**config.mk**
```make
export PLATFORM = sky130hd
export DESIGN_NAME = trng_controller
export DESIGN_NICKNAME = d
export VERILOG_FILES = /design/src/rtl/trng_controller_pkg.sv /design/src/rtl/trng_bit_sync.sv /design/src/rtl/trng_controller.sv
export SDC_FILE = /design/constraint.sdc
export NUM_CORES = 1
export LEC_CHECK = 0
export ABC_CLOCK_PERIOD_IN_PS = 3500
export CORE_MARGIN = 8
export CORE_UTILIZATION = 45
export DETAILED_ROUTE_END_ITERATION = 6
export GPL_ROUTABILITY_DRIVEN = 0
export PLACE_DENSITY = 0.65
export SYNTH_ARGS = -nofsm -noshare
export SYNTH_HDL_FRONTEND = slang
export SYNTH_HIERARCHICAL = 1
export SYNTH_SLANG_ARGS = --single-unit
```
**constraint.sdc**
```tcl
create_clock -name iClk -period 3.5 [get_ports iClk]
set_input_delay 0.7 -clock iClk [delete_from_list [all_inputs] [get_ports iClk]]
set_output_delay 0.7 -clock iClk [all_outputs]
set_load 0.02 [all_outputs]
```
**src/rtl/trng_controller_pkg.sv**
```systemverilog
// Shared types, default parameters and helpers for the TRNG sequencer.
package trng_controller_pkg;

  // Default build parameters
  localparam int unsigned DEF_WORD_WIDTH    = 32;
  localparam int unsigned DEF_WARMUP_CYCLES = 1024;
  localparam int unsigned DEF_SAMPLE_DIV    = 16;
  localparam int unsigned DEF_SYNC_STAGES   = 2;

  // Health-test (repetition count) defaults
  localparam int unsigned DEF_REP_LIMIT     = 32;

  // Sequencer states
  typedef enum logic [2:0] {
    ST_IDLE    = 3'd0,
    ST_WARMUP  = 3'd1,
    ST_COLLECT = 3'd2,
    ST_OUTPUT  = 3'd3,
    ST_FAIL    = 3'd4
  } state_e;

  // Bits needed to hold any value in 0..max_val (never less than one)
  function automatic int unsigned cnt_width(input int unsigned max_val);
    if (max_val < 2) begin
      return 1;
    end
    return $clog2(max_val + 1);
  endfunction

endpackage

```
**src/rtl/trng_bit_sync.sv**
```systemverilog
// Multi-flop synchroniser bringing the free-running RO sample bit into iClk.
module trng_bit_sync
  import trng_controller_pkg::*;
#(
  parameter int unsigned STAGES = DEF_SYNC_STAGES
) (
  input  logic iClk,
  input  logic iRst,
  input  logic iAsyncBit,
  output logic oSyncBit
);

  // Chain must stay intact so each stage gets a full cycle to resolve
  (* dont_touch = "true" *) logic [STAGES-1:0] sync_q;
  logic [STAGES-1:0] sync_d;

  // Shift the raw bit in at the bottom of the chain
  always_comb begin
    sync_d = {sync_q[STAGES-2:0], iAsyncBit};
  end

  // Synchroniser flops
  always_ff @(posedge iClk or posedge iRst) begin
    if (iRst) begin
      sync_q <= '0;
    end else begin
      sync_q <= sync_d;
    end
  end

  assign oSyncBit = sync_q[STAGES-1];

endmodule

```
**src/rtl/trng_controller.sv**
```systemverilog
// Ring-oscillator TRNG sequencer: warm-up, decimating sampler, repetition-count
// health test and valid/ready word hand-off.
module trng_controller
  import trng_controller_pkg::*;
#(
  parameter int unsigned WORD_WIDTH    = DEF_WORD_WIDTH,
  parameter int unsigned WARMUP_CYCLES = DEF_WARMUP_CYCLES,
  parameter int unsigned SAMPLE_DIV    = DEF_SAMPLE_DIV,
  parameter int unsigned REP_LIMIT     = DEF_REP_LIMIT,
  parameter int unsigned SYNC_STAGES   = DEF_SYNC_STAGES
) (
  input  logic                  iClk,
  input  logic                  iRst,
  input  logic                  iStart,
  input  logic                  iStop,
  output logic                  oEntropyEn,
  output logic                  oRoEn,
  input  logic                  iRandomBit,
  output logic [WORD_WIDTH-1:0] oData,
  output logic                  oValid,
  input  logic                  iReady,
  output logic                  oBusy,
  output logic                  oHealthFail
);

  localparam int unsigned WARM_W = cnt_width(WARMUP_CYCLES - 1);
  localparam int unsigned DIV_W  = cnt_width(SAMPLE_DIV - 1);
  localparam int unsigned BIT_W  = cnt_width(WORD_WIDTH - 1);
  localparam int unsigned REP_W  = cnt_width(REP_LIMIT);

  state_e                state_q, state_d;
  logic [WARM_W-1:0]     warm_cnt_q, warm_cnt_d;
  logic [DIV_W-1:0]      div_cnt_q, div_cnt_d;
  logic [BIT_W-1:0]      bit_cnt_q, bit_cnt_d;
  logic [WORD_WIDTH-1:0] shift_q, shift_d;
  logic [REP_W-1:0]      rep_cnt_q, rep_cnt_d;
  logic                  last_bit_q, last_bit_d;
  logic [WORD_WIDTH-1:0] data_q, data_d;
  logic                  valid_q, valid_d;
  logic                  ro_en_q, ro_en_d;
  logic                  busy_q, busy_d;
  logic                  fail_q, fail_d;

  logic                  sync_bit;
  logic                  warm_done;
  logic                  sample_tick;
  logic                  word_done;
  logic                  health_trip;
  logic                  handshake;
  logic [WORD_WIDTH-1:0] shift_in;
  logic [REP_W-1:0]      rep_next;

  // Raw RO bit into the iClk domain
  trng_bit_sync #(
    .STAGES (SYNC_STAGES)
  ) u_bit_sync (
    .iClk      (iClk),
    .iRst      (iRst),
    .iAsyncBit (iRandomBit),
    .oSyncBit  (sync_bit)
  );

  // Decode counter terminal values and handshake
  always_comb begin
    warm_done   = (warm_cnt_q == WARM_W'(WARMUP_CYCLES - 1));
    sample_tick = (state_q == ST_COLLECT) && (div_cnt_q == DIV_W'(SAMPLE_DIV - 1));
    word_done   = sample_tick && (bit_cnt_q == BIT_W'(WORD_WIDTH - 1));
    health_trip = (rep_cnt_q == REP_W'(REP_LIMIT));
    handshake   = valid_q && iReady;
    shift_in    = {shift_q[WORD_WIDTH-2:0], sync_bit};
  end

  // Run-length of identical samples, saturating at the failure threshold
  always_comb begin
    rep_next = REP_W'(1);
    if ((rep_cnt_q != '0) && (sync_bit == last_bit_q)) begin
      if (health_trip) begin
        rep_next = rep_cnt_q;
      end else begin
        rep_next = rep_cnt_q + REP_W'(1);
      end
    end
  end

  // State register
  always_ff @(posedge iClk or posedge iRst) begin
    if (iRst) begin
      state_q <= ST_IDLE;
    end else begin
      state_q <= state_d;
    end
  end

  // Next-state logic; a tripped health test outranks a stop request
  always_comb begin
    state_d = state_q;
    unique case (state_q)
      ST_IDLE: begin
        if (iStart && !iStop) begin
          state_d = ST_WARMUP;
        end
      end
      ST_WARMUP: begin
        if (health_trip) begin
          state_d = ST_FAIL;
        end else if (iStop) begin
          state_d = ST_IDLE;
        end else if (warm_done) begin
          state_d = ST_COLLECT;
        end
      end
      ST_COLLECT: begin
        if (health_trip) begin
          state_d = ST_FAIL;
        end else if (iStop) begin
          state_d = ST_IDLE;
        end else if (word_done) begin
          state_d = ST_OUTPUT;
        end
      end
      ST_OUTPUT: begin
        if (health_trip) begin
          state_d = ST_FAIL;
        end else if (iStop) begin
          state_d = ST_IDLE;
        end else if (handshake) begin
          state_d = ST_COLLECT;
        end
      end
      ST_FAIL: begin
        state_d = ST_FAIL;
      end
      default: begin
        state_d = ST_IDLE;
      end
    endcase
  end

  // Datapath and registered-output next values
  always_comb begin
    warm_cnt_d = warm_cnt_q;
    div_cnt_d  = div_cnt_q;
    bit_cnt_d  = bit_cnt_q;
    shift_d    = shift_q;
    rep_cnt_d  = rep_cnt_q;
    last_bit_d = last_bit_q;
    data_d     = data_q;
    valid_d    = valid_q;
    ro_en_d    = ro_en_q;
    busy_d     = (state_d != ST_IDLE) && (state_d != ST_FAIL);
    fail_d     = fail_q || (state_d == ST_FAIL);

    unique case (state_q)
      ST_IDLE: begin
        if (state_d == ST_WARMUP) begin
          warm_cnt_d = '0;
          div_cnt_d  = '0;
          bit_cnt_d  = '0;
          shift_d    = '0;
          rep_cnt_d  = '0;
          last_bit_d = 1'b0;
          ro_en_d    = 1'b1;
        end
      end
      ST_WARMUP: begin
        warm_cnt_d = warm_done ? '0 : warm_cnt_q + WARM_W'(1);
      end
      ST_COLLECT: begin
        div_cnt_d = sample_tick ? '0 : div_cnt_q + DIV_W'(1);
        if (sample_tick) begin
          shift_d    = shift_in;
          rep_cnt_d  = rep_next;
          last_bit_d = sync_bit;
          bit_cnt_d  = word_done ? '0 : bit_cnt_q + BIT_W'(1);
          if (word_done) begin
            data_d  = shift_in;
            valid_d = 1'b1;
          end
        end
      end
      ST_OUTPUT: begin
        if (handshake) begin
          valid_d   = 1'b0;
          bit_cnt_d = '0;
          div_cnt_d = '0;
        end
      end
      default: begin
      end
    endcase

    // Abort or failure: power down the ROs and drop any partial word
    if ((state_d == ST_IDLE) || (state_d == ST_FAIL)) begin
      ro_en_d   = 1'b0;
      valid_d   = 1'b0;
      bit_cnt_d = '0;
      div_cnt_d = '0;
      shift_d   = '0;
    end
  end

  // Datapath and output registers
  always_ff @(posedge iClk or posedge iRst) begin
    if (iRst) begin
      warm_cnt_q <= '0;
      div_cnt_q  <= '0;
      bit_cnt_q  <= '0;
      shift_q    <= '0;
      rep_cnt_q  <= '0;
      last_bit_q <= 1'b0;
      data_q     <= '0;
      valid_q    <= 1'b0;
      ro_en_q    <= 1'b0;
      busy_q     <= 1'b0;
      fail_q     <= 1'b0;
    end else begin
      warm_cnt_q <= warm_cnt_d;
      div_cnt_q  <= div_cnt_d;
      bit_cnt_q  <= bit_cnt_d;
      shift_q    <= shift_d;
      rep_cnt_q  <= rep_cnt_d;
      last_bit_q <= last_bit_d;
      data_q     <= data_d;
      valid_q    <= valid_d;
      ro_en_q    <= ro_en_d;
      busy_q     <= busy_d;
      fail_q     <= fail_d;
    end
  end

  assign oEntropyEn  = ro_en_q;
  assign oRoEn       = ro_en_q;
  assign oData       = data_q;
  assign oValid      = valid_q;
  assign oBusy       = busy_q;
  assign oHealthFail = fail_q;

endmodule

```
## Word-level counts from Yosys, hierarchy flattened

Index checks and enable logic that the tools add are counted.

| storage, ports and cells | value |
|---|---|
| flip-flop bits (word level) | 98 |
| input port bits | 6 |

| operators by class | value |
|---|---|
| reductions and logical operators | 29 |
| muxes and demuxes | 45 |
| add/sub/neg operators | 4 |
| eq/ne operators | 19 |

Operators by type and width:

| operator | number |
|---|---|
| $mux 31 | 3 |
| $pmux 31 s2 | 1 |
| $mux 3 | 10 |
| $mux 5 | 5 |
| $mux 6 | 4 |
| $mux 10 | 2 |
| $pmux 10 s2 | 1 |
| $mux 4 | 4 |
| $pmux 3 s5 | 1 |
| $pmux 5 s3 | 1 |
| $ne 3x3->1 const B | 4 |
| $pmux 4 s3 | 1 |
| $pmux 6 s2 | 1 |
| $reduce_and 3->1 | 4 |
| $reduce_and 4->1 | 3 |
| $add 10x1->10 const B | 1 |
| $eq 10x10->1 const B | 1 |
| $mux 1 | 9 |
| $reduce_bool 3->1 | 3 |
| $reduce_bool 2->1 | 4 |
| $add 6x1->6 const B | 1 |
| $eq 3x1->1 const B | 2 |
| $eq 3x2->1 const B | 2 |
| $eq 3x3->1 const B | 2 |
| other kinds (16) | 27 |

## Longest topological paths before layout

Gate-level depths: netlist (run 1).

| depth | value |
|---|---|
| depth in word-level cells | 11 |
| gate-level depth with buffers | 11 |

## Modules after synthesis

Netlist (run 1), hierarchy kept.

By module, submodules not included:

| module | cells an instance | times used | area each (um^2) |
|---|---|---|---|
| trng_controller | 411 | 1 | 4471.8 |
| trng_bit_sync | 3 | 1 | 53.8 |

## Least setup slack after synthesis (run 1)

No wires, ideal clock.

| path | value |
|---|---|
| path kind | input port to flip-flop |
| from | input port iStop |
| to | register shift_q[10] |
| stages on the path | 6 |
| library setup time | 119 ps |
| path slack | 1289 ps |
| data arrival time | 2092 ps |
| data required time | 3381 ps |
| path buffers | 1 |
| path through | or4b_1 > a21oi_1 > o221ai_2 > a21oi_4 > buf_6 > o21ai_2 |

| on the way | value |
|---|---|
| longest elaborated chain between the ends | 8 |
| elaborated cells on any way between the ends | 19 |

Ends and longest elaborated chain:

| what | line | text |
|---|---|---|
| start: declaration | trng_controller.sv:15 | `input logic iStop,` |
| $logic_not 1->1 | trng_controller.sv:99 | `if (iStart && !iStop) begin` |
| $logic_and 1x1->1 | trng_controller.sv:99 |  |
| $mux 3 | trng_controller.sv:99 |  |
| $pmux 3 s5 * | trng_controller.sv:97 | `unique case (state_q)` |
| $eq 3x3->1 / $logic_not 3->1 (equally long branches) | trng_controller.sv:193 | `if ((state_d == ST_IDLE) \|\| (state_d == ST_FAIL)) begin` |
| $logic_or 1x1->1 | trng_controller.sv:193 |  |
| $ne 3x2->1 (no line) (tied with other cells) | -- |  |
| $reduce_and 3->1 (no line) | -- |  |
| end signal: assignment | trng_controller.sv:220 | `shift_q <= shift_d;` |
| end: declaration | trng_controller.sv:35 | `logic [WORD_WIDTH-1:0] shift_q, shift_d;` |

Every way passes the cells marked *; elsewhere a longest branch is shown, timed or not.
A chain may end at the register's enable or synchronous reset.

## Worst setup path after layout (run 1)

Ends and elaborated chain as after synthesis.

==> results of run 1 <==
## worst reg2reg max path, stage by stage (launching register included)
cell      delay (ps)
dfrtp_1          740
or4b_1           530
a21oi_1          180
o221ai_2         190
a21oi_4          200
buf_12           280
nand2_1          170
o21ai_2           70
## per-layer routing
metal / global-route usage / wire, um
met1: 0.185 / 4130
met2: 0.216 / 4010
met3: 0.0346 / 332
met4: 0.0614 / 153
met5: 0 / 0
## registers in the layout, summed over array words and instances (netlist names)
| name | count |
|---|---|
| u_bit_sync/sync_q | 2 |
| state_q | 3 |
| warm_cnt_q | 10 |
| oEntropyEn | 1 |
| shift_q | 31 |
| oBusy | 1 |
| rep_cnt_q | 6 |
| oData | 32 |
| last_bit_q | 1 |
| bit_cnt_q | 5 |
| div_cnt_q | 4 |
| oHealthFail | 1 |
| oValid | 1 |
## power by group
part           leakage (nW)  switching [mW]  total, mW  internal (mW)
Combinational         0.914           0.114      0.189         0.0746
Clock                0.0965           0.417      0.705          0.288
Sequential             1.36          0.0302       1.19           1.16
## cell families after synthesis
kind of cell / Yosys count / share of synthesized area
AOI/OAI and AO/OA: 103 / 0.167
xor gates and xnor gates: 1 / 0.00194
adders and majority gates: 6 / 0.0166
buffers and inverters: 29 / 0.0373
DFF: 98 / 0.542
muxes: 32 / 0.0796
and+or+nand+nor: 145 / 0.156
## cell usage in the layout, fill, tap and decap left out, types with 4 or more instances in the layout
| cell | instances |
|---|---|
| and3_1 | 5 |
| nand3_1 | 11 |
| inv_1 | 8 |
| o21ai_2 | 30 |
| a21o_1 | 4 |
| o31ai_1 | 8 |
| ha_1 | 6 |
| nand4_1 | 6 |
| a21oi_1 | 12 |
| dfrtp_1 | 98 |
| clkdlybuf4s50_1 | 42 |
| buf_4 | 5 |
| clkbuf_8 | 10 |
| nand2_1 | 78 |
| o21ai_0 | 28 |
| nor2_1 | 17 |
| mux2_2 | 31 |
## Yosys cell counts, types with 2 or more instances
cell type  number
nor2_1         17
nand2b_1        3
a31oi_1         3
or3_1           2
a21oi_1        12
buf_4           2
o21ai_0        28
and2_1          2
nor3_1          2
or4b_1          2
nand4_1         6
ha_1            6
or2_1           2
buf_6           6
mux2_2         31
nor2b_1         3
clkbuf_1        5
o21ai_2        30
a21oi_4         2
o21ai_1         2
dfrtp_1        98
buf_2           6
and3_1          5
a21o_1          4
o31ai_1         8
nand2_1        78
inv_1           9
a22o_1          2
nand3_1        11
nor3b_1         2
## worst max path at each step
stage          slack [ps]    from  cells past startpoint                        to
2_1_floorplan         290    iRst                      1  bit_cnt_q[0]$_DFFE_PP0P_
3_3_place_gp          650  iStart                      5  rep_cnt_q[1]$_DFFE_PP0P_
3_5_place_dp          610   iStop                      8    shift_q[9]$_DFFE_PP0P_
4_1_cts              1000   iStop                      8    shift_q[9]$_DFFE_PP0P_
5_1_grt               800   iStop                      8    shift_q[9]$_DFFE_PP0P_
6_report              970   iStop                      8   shift_q[10]$_DFFE_PP0P_
## through the flow
| step | hold slack (ps) | util | power (mW) | area, um2 |
|---|---|---|---|---|
| after global routing | 378 | 0.537 | 2.19 | 5250 |
| after detailed placement | 341 | 0.518 | 1.40 | 5060 |
| after floorplan | 331 | - | 1.34 | 4530 |
| after CTS | 363 | 0.537 | 2.11 | 5250 |
| final | 359 | 0.537 | 2.08 | 5250 |
| after global placement | 337 | 0.518 | 1.40 | 5060 |
## layout make-up
type,count,area share
clock inverters,6,0.00930
clock buffers,10,0.0262
well taps,133,0.0317
multi-input cells,287,0.364
inverters,9,0.00668
repair buffers,49,0.0949
flip-flops and latches,98,0.467
==> impl_metrics.ini, run 1 <==
[logic_synthesis]
ys.warnings.count = 6
synth-edff-count = 0
synth.area.top_cells = dfrtp_1 (54%), mux2_2 (7.7%), nand2_1 (6.5%), o21ai_2 (5.8%), o21ai_0 (3.1%)
async_flop_share = 1.00
synth_largest_area_cell = dfrtp_1
ys_ff_latch = 98
synth_top_area_frac = 0.542
synth.avg_cell_area_um2 = 10.9
syn_inst = 414
synth.yosys.seq_area_share = 0.542
synth_ff_type = dfrtp_1
syn_area_um2 = 4530
synth_fp_nets = 426
ys_types = 55

[critical_path]
cp_max_fo = 60
required_ps = 3800
timing.rr.end = shift_q[10]$_DFFE_PP0P_
r2r_cells = 7
rrSetupSlack_ps = 1080
crit_chain = clkdlybuf4s50_1 > or4b_1 > a21oi_1 > o221ai_2 > a21oi_4 > buf_12 > nand2_1 > o21ai_2
critical-path-top-delay-family = buffers and inverters
start_kind = primary input
crit_type = in2reg
crit_buf_inv = 2
worstReg2RegStart = state_q[0]$_DFF_PP0_
cp.arrival_ps = 2830
critPathSlowestCell = or4b_1
endpoint_kind = flip-flop
slowest_delay_ps = 560

[cts]
cts_max_path_buffers = 2
cts_num_sinks = 98
cts_tree = yes
cts_resized = 0
cts_setup_buffers = 0
cts-root-buf = clkbuf_8
clk_pin_slew_worst_paths_ps = 100
holdBufCountCts = 0
cts_made_buffers = 9
h-tree-depth = 3
clock_latency_ps = 370

[finish]
ff_latch_area_um2 = 2450
fillers = 863
drive_above_1_share = 0.211
nets = 466
antenna_cells = 0
area_growth_pct = 16.0
multi_input_area_um2 = 1910
fin_cells = 592

[placed_design]
dp_hpwl_mm = 5.94
dp_cells = 576
dp_slack_ps = 607
port_buffers = 42

[global_route]
grt_pass1_wl_mm = 15.2
grt_pass1_vias = 3105
grt.overflow.total = 0
grtUsageTotal = 0.141
grt_max_degree = 61
antenna_found_initial = 0

[timing]
fmax_mhz = 396
min_period_over_period = 0.722
fin_crit_ps = 2530
setup_viol = 0
worst_pin_slew_ps = 782
setup_tns_ps = 0
hold_violations = 0
setup_ws_ps = 975
skew_ps = 12.0
slew_viol_final = 0
rsz0062_at_grt = no
relSlewSlack = 0.476

[die]
die_area_um2 = 13500
dieHeight_um = 116
core_area_um2 = 9770
std_cell_rows = 36
die_x_um = 116
io_pins = 43
initial_utilization = 0.463

[worst_hold_path]
min_to = u_bit_sync/sync_q[1]$_DFF_PP0_
min_path_cells = 0
hp-start = u_bit_sync/sync_q[0]$_DFF_PP0_
hp-class = reg2reg

[power_and_ir_drop]
p_leak_nw = 2.37
ir_worst_vdd_uv = 183
p_per_area_nw_per_um2 = 397

[run]
maxCapViolCount = 0

[drt]
vias = 3130
ant_nets = 0
route.detailed.drc = 0
wl_per_cell_um = 14.6
drt-initial-drc-count = 204
viasPerCell = 5.29
dr.pass1.iters = 4
routed_wl_mm = 8.62

[status]
outcome = finished, final reports clean
No activity file was read; power rests on OpenSTA's default activity.
==> run 2, diff against run 1 <==
--- a/config.mk
+++ b/config.mk
@@ -5,7 +5,7 @@
 export SDC_FILE = /design/constraint.sdc
 export NUM_CORES = 1
 export LEC_CHECK = 0
-export ABC_CLOCK_PERIOD_IN_PS = 3500
+export ABC_CLOCK_PERIOD_IN_PS = 2400
 export CORE_MARGIN = 8
 export CORE_UTILIZATION = 45
 export DETAILED_ROUTE_END_ITERATION = 6
==> constraint.sdc (replaced) <==
create_clock -name iClk -period 2.4 [get_ports iClk]
set_input_delay 0.48 -clock iClk [delete_from_list [all_inputs] [get_ports iClk]]
set_output_delay 0.48 -clock iClk [all_outputs]
set_load 0.02 [all_outputs]
==> run 2 against run 1 <==
  * Clock-buffer cell count up 2
  * Worst setup slack worse by 770 ps
  * First-iteration DRC count down 32%
  * Final area up 6.7%
  * Register-to-register slack worse by 870 ps
  * Die area unchanged
  * Clock power up 77%
  * Critical path type is now reg2reg
  * Cell count up 4.7%
  * Sequential share of layout area down 2.9 points
  * Combinational power up 78%
  * Sequential power up 45%
  * Routed wire length up 3.1%
==> impl_metrics.ini, run 2 (synthesis gave the netlist of run 1 again) <==
[drt]
ant_nets = 0
routed_wl_mm = 8.90
viasPerCell = 5.21
wl_per_cell_um = 14.3
vias = 3232
drt-initial-drc-count = 139
dr.pass1.iters = 4
route.detailed.drc = 0

[cts]
cts-root-buf = clkbuf_8
cts_made_buffers = 9
holdBufCountCts = 0
clk_pin_slew_worst_paths_ps = 90
clock_latency_ps = 360
h-tree-depth = 3
cts_tree = yes
cts_num_sinks = 98
cts_resized = 0
cts_setup_buffers = 0
cts_max_path_buffers = 2

[placed_design]
placed_area_um2 = 5350
dp_cells = 604
dp_slack_ps = -101
dp_hpwl_mm = 6.52
port_buffers = 42

[timing]
hold_violations = 0
setup_viol = 0
worst_pin_slew_ps = 380
relSlewSlack = 0.746
fmax_mhz = 456
fin_crit_ps = 2190
min_period_over_period = 0.913
setup_tns_ps = 0
skew_ps = 13.2
setup_ws_ps = 208
slew_viol_final = 0
whs_ps = 340
rsz0062_at_grt = no

[die]
die_area_um2 = 13500
dieHeight_um = 116
core_area_um2 = 9770
io_pins = 43
initial_utilization = 0.463
std_cell_rows = 36
die_x_um = 116

[finish]
nets = 494
design_area_um2 = 5600
antenna_cells = 0
drive_above_1_share = 0.261
final_common_cell = dfrtp_1
fin_cells = 620
fillers = 864
finalCoreUtilization = 0.573
largest_reg_flops = 32
most-common-layout-cells = dfrtp_1 (98), nand2_1 (77), clkdlybuf4s50_1 (42)
area_growth_pct = 23.7

[critical_path]
rrSetupSlack_ps = 210
start_kind = flip-flop
cp.arrival_ps = 2430
cp_max_fo = 4
timing.rr.end = div_cnt_q[3]$_DFFE_PP0P_
endpoint = div_cnt_q[3]$_DFFE_PP0P_
startpoint = bit_cnt_q[0]$_DFFE_PP0P_
r2r_cells = 10
required_ps = 2640
worstReg2RegStart = bit_cnt_q[0]$_DFFE_PP0P_
crit_type = reg2reg
endpoint_kind = flip-flop

[global_route]
antenna_found_initial = 0
grt_pass1_wl_mm = 15.6
grtUsageTotal = 0.145
grt_pass1_vias = 3307
grt_max_degree = 47
grt.overflow.total = 0

[power_and_ir_drop]
p_leak_nw = 2.54
power_mw = 3.31
ir_worst_vdd_uv = 303
p_per_area_nw_per_um2 = 592

[status]
outcome = finished, final reports clean

[worst_hold_path]
hp-class = in2async

[run]
maxCapViolCount = 0
[run 2: changes by cell type in the layout (fill, tap and decap cells not counted), sizes merged]
cell,before,now
clkbuf,10,12
inv,11,10
clkinv,3,0
buf,7,35
bufinv,0,2
[run 2: layer usage]
layer  GRT usage  part of all wire  vias up
met5           0                 0        -
met4      0.0657             0.021        0
met3      0.0305             0.040       16
met2       0.237              0.49       46
met1       0.182              0.45     1559
li1            -                 -     1611
[run 2: area by class of cell]
class | instances | area [um2] | area share
sequential | 98 | 2450 | 0.438
multi-input combinational | 287 | 1920 | 0.342
timing repair buffer | 77 | 783 | 0.140
tap | 133 | 166 | 0.0297
clock buffer | 12 | 165 | 0.0295
clock inverter | 4 | 77.6 | 0.0139
inverter | 9 | 37.5 | 0.00670
[run 2: worst min path at each step]
stage,depth (start not counted),to
finish,2,u_bit_sync/sync_q[0]$_DFF_PP0_
global route,2,u_bit_sync/sync_q[0]$_DFF_PP0_
CTS,2,u_bit_sync/sync_q[0]$_DFF_PP0_
detailed placement,0,u_bit_sync/sync_q[1]$_DFF_PP0_
global placement,0,u_bit_sync/sync_q[1]$_DFF_PP0_
floorplan,1,u_bit_sync/sync_q[0]$_DFF_PP0_
[run 2: power by group]
group	switching, mW	total [mW]	leakage (nW)	internal (mW)
clock network	0.573	1.25	0.124	0.681
logic	0.189	0.337	1.06	0.148
registers	0.0311	1.72	1.36	1.69
total	0.793	3.31	2.54	2.52
[run 2: critical path, stage by stage, from the launching register on]
cell and delay (ps):
dfrtp_1 420, ha_1 230, and3_1 190, ha_1 170
nand4_1 110, nor2_1 70, o221ai_2 210, buf_4 170
a21oi_4 60, a31o_2 260, a21o_1 190
==> run 3, diff against run 2 <==
--- a/config.mk
+++ b/config.mk
@@ -13,5 +13,4 @@
 export PLACE_DENSITY = 0.65
 export SYNTH_ARGS = -nofsm -noshare
 export SYNTH_HDL_FRONTEND = slang
-export SYNTH_HIERARCHICAL = 1
 export SYNTH_SLANG_ARGS = --single-unit
==> run 3 against run 2 <==
  * Register-to-register slack got worse by 80 ps
  * Clock-buffer cell count down 1
  * Non-clock buffer count shrank 12
  * Routed wire length up 1.1%
  * Worst setup slack got worse by 77 ps
  * Critical path type unchanged
  * Largest cell class unchanged
  * Largest power group unchanged
==> impl_metrics.ini, run 3 <==
[status]
outcome = finished, final reports clean

[timing]
setup_tns_ps = 0
worst_pin_slew_ps = 595
skew_ps = 10.3
min_period_over_period = 0.945
fin_crit_ps = 2270
rsz0062_at_grt = no
slew_viol_final = 0
setup_viol = 0
hold_violations = 0
relSlewSlack = 0.602
fmax_mhz = 441

[logic_synthesis]
ys.warnings.count = 0
ys_types = 53
synth_top_family_by_area = simple AND/OR/NAND/NOR gates
synth_fp_nets = 388
syn_area_um2 = 4640
synth.area.top_cells = dfrtp_1 (53%), mux2_2 (7.8%), nor2_4 (6.8%), a22oi_1 (5.3%), o21ai_0 (2.5%)
synth.avg_cell_area_um2 = 12.3
synth.yosys.seq_area_share = 0.529
yosys.area_share.simple = 0.174
synth-edff-count = 0
synth_ff_type = dfrtp_1
synth_largest_area_cell = dfrtp_1
post_synth_mux_area_share = 0.0777
synth_top_area_frac = 0.529
syn_inst = 376
synth_xor_area_frac = 0.00567
synth-compound-area-share = 0.155
yosysMostFrequentCell = dfrtp_1
yosys.area_share.adder = 0.0162
async_flop_share = 1.00
synth_common_cells = dfrtp_1 (98), a22oi_1 (33), mux2_2 (32)
ys_ff_latch = 98

[global_route]
grt_pass1_wl_mm = 15.2
grt_max_degree = 99
grt_pass1_vias = 3132
grtUsageTotal = 0.132
grt.overflow.total = 0
antenna_found_initial = 0

[critical_path]
cp_max_fo = 8
crit_chain = ha_1 > and3_1 > ha_1 > nand4_1 > nor2_4 > o41ai_4 > and2_4 > clkbuf_16 > nor2_4
critical-path-top-delay-family = simple AND/OR/NAND/NOR gates
endpoint_kind = flip-flop
required_ps = 2670
worstReg2RegStart = bit_cnt_q[0]$_DFFE_PP0P_
critPathSlowestCell = dfrtp_1
timing.rr.end = shift_q[9]$_DFFE_PP0P_
r2r_cells = 9
start_kind = flip-flop
crit_type = reg2reg
slowest_delay_ps = 420
rrSetupSlack_ps = 130
cp.arrival_ps = 2530
crit_buf_inv = 1

[finish]
nets = 442
antenna_cells = 0
final_common_cell = dfrtp_1
largest_reg_flops = 32
design_area_um2 = 5520
area_growth_pct = 19.1
drive_above_1_share = 0.292
most-common-layout-cells = dfrtp_1 (98), clkdlybuf4s50_1 (42), a22oi_1 (33)
fillers = 904

[worst_hold_path]
hp-class = reg2reg
min_path_cells = 0
min_to = u_bit_sync.sync_q[1]$_DFF_PP0_
hp-start = u_bit_sync.sync_q[0]$_DFF_PP0_

[placed_design]
placed_area_um2 = 5250
port_buffers = 42
dp_hpwl_mm = 5.77

[drt]
drt-initial-drc-count = 162
dr.pass1.iters = 5
routed_wl_mm = 8.99
vias = 3107
viasPerCell = 5.44
wl_per_cell_um = 15.7
ant_nets = 0
route.detailed.drc = 0

[cts]
cts_tree = yes
clk_pin_slew_worst_paths_ps = 90
cts_made_buffers = 9
cts_max_path_buffers = 2
holdBufCountCts = 0
cts-root-buf = clkbuf_8
clock_latency_ps = 370
cts_num_sinks = 98
h-tree-depth = 3

[run]
maxCapViolCount = 0

[die]
dieHeight_um = 118
core_area_um2 = 10200
std_cell_rows = 37
io_pins = 43
die_x_um = 118
initial_utilization = 0.455
die_area_um2 = 13800

[power_and_ir_drop]
p_per_area_nw_per_um2 = 545
power_mw = 3.01
p_leak_nw = 2.33
ir_worst_vdd_uv = 303
[run 3: changes by cell type after synthesis, sizes merged, moves of 3 or more]
cell / previous run / this run
nand3: 11 / 15
clkbuf: 5 / 9
a22oi: 0 / 33
nand2: 78 / 10
nor2: 17 / 52
o21ai: 60 / 23
o31ai: 8 / 5
[run 3: routing by layer]
metal	vias to the layer above	track usage	wire length (um)	part of all wire
li1	1474	-	-	-
met1	1561	0.157	3870	0.43
met3	14	0.0278	429	0.048
met2	58	0.222	4500	0.50
met4	0	0.0657	191	0.021
met5	-	0	0	0
[run 3: layout make-up]
class	count	area [um2]	area share
clock inverter	5	36.3	0.00657
multi-input combinational	249	2000	0.362
clock buffer	11	141	0.0256
inverter	7	30.0	0.00544
sequential	98	2450	0.444
timing repair buffer	65	694	0.126
tap	136	170	0.0308
[run 3: stage by stage]
stage	cells	util	setup slack [ps]	hold slack, ps
2_1_floorplan	376	-	88.2	331
3_3_place_gp	548	0.516	52.5	334
3_5_place_dp	548	0.516	23.7	343
4_1_cts	564	0.533	25.9	365
5_1_grt	571	0.542	40.4	389
6_report	571	0.542	131	368
[run 3: cell families (layout without fill, tap and decap cells)]
logic type                 Yosys count  in the layout
AOI/OAI and AO/OA                   94             94
adders and majority gates            6              6
buffers and inverters               30             88
DFF                                 98             98
muxes                               32             32
xor gates and xnor gates             3              3
and+or+nand+nor                    113            114
[run 3: how the worst max path moves through the flow]
stage	startpoint	to	slack [ps]	cells past startpoint
after floorplan	bit_cnt_q[0]$_DFFE_PP0P_	shift_q[27]$_DFFE_PP0P_	90	10
after global placement	iStart	shift_q[15]$_DFFE_PP0P_	50	7
after detailed placement	iStart	shift_q[15]$_DFFE_PP0P_	20	7
after CTS	bit_cnt_q[0]$_DFFE_PP0P_	shift_q[18]$_DFFE_PP0P_	30	9
after global routing	bit_cnt_q[0]$_DFFE_PP0P_	shift_q[12]$_DFFE_PP0P_	40	9
final	bit_cnt_q[0]$_DFFE_PP0P_	shift_q[9]$_DFFE_PP0P_	130	9
[run 3: what timing repair did]
item,4_1_cts,5_1_grt
endpoints found under the setup margin,0,71
buffers inserted,0,4
gates resized for setup,0,1
[run 3: where the power goes]
group	switching [mW]	internal, mW
clock network	0.588	0.412
registers	0.0277	1.68
logic	0.181	0.125
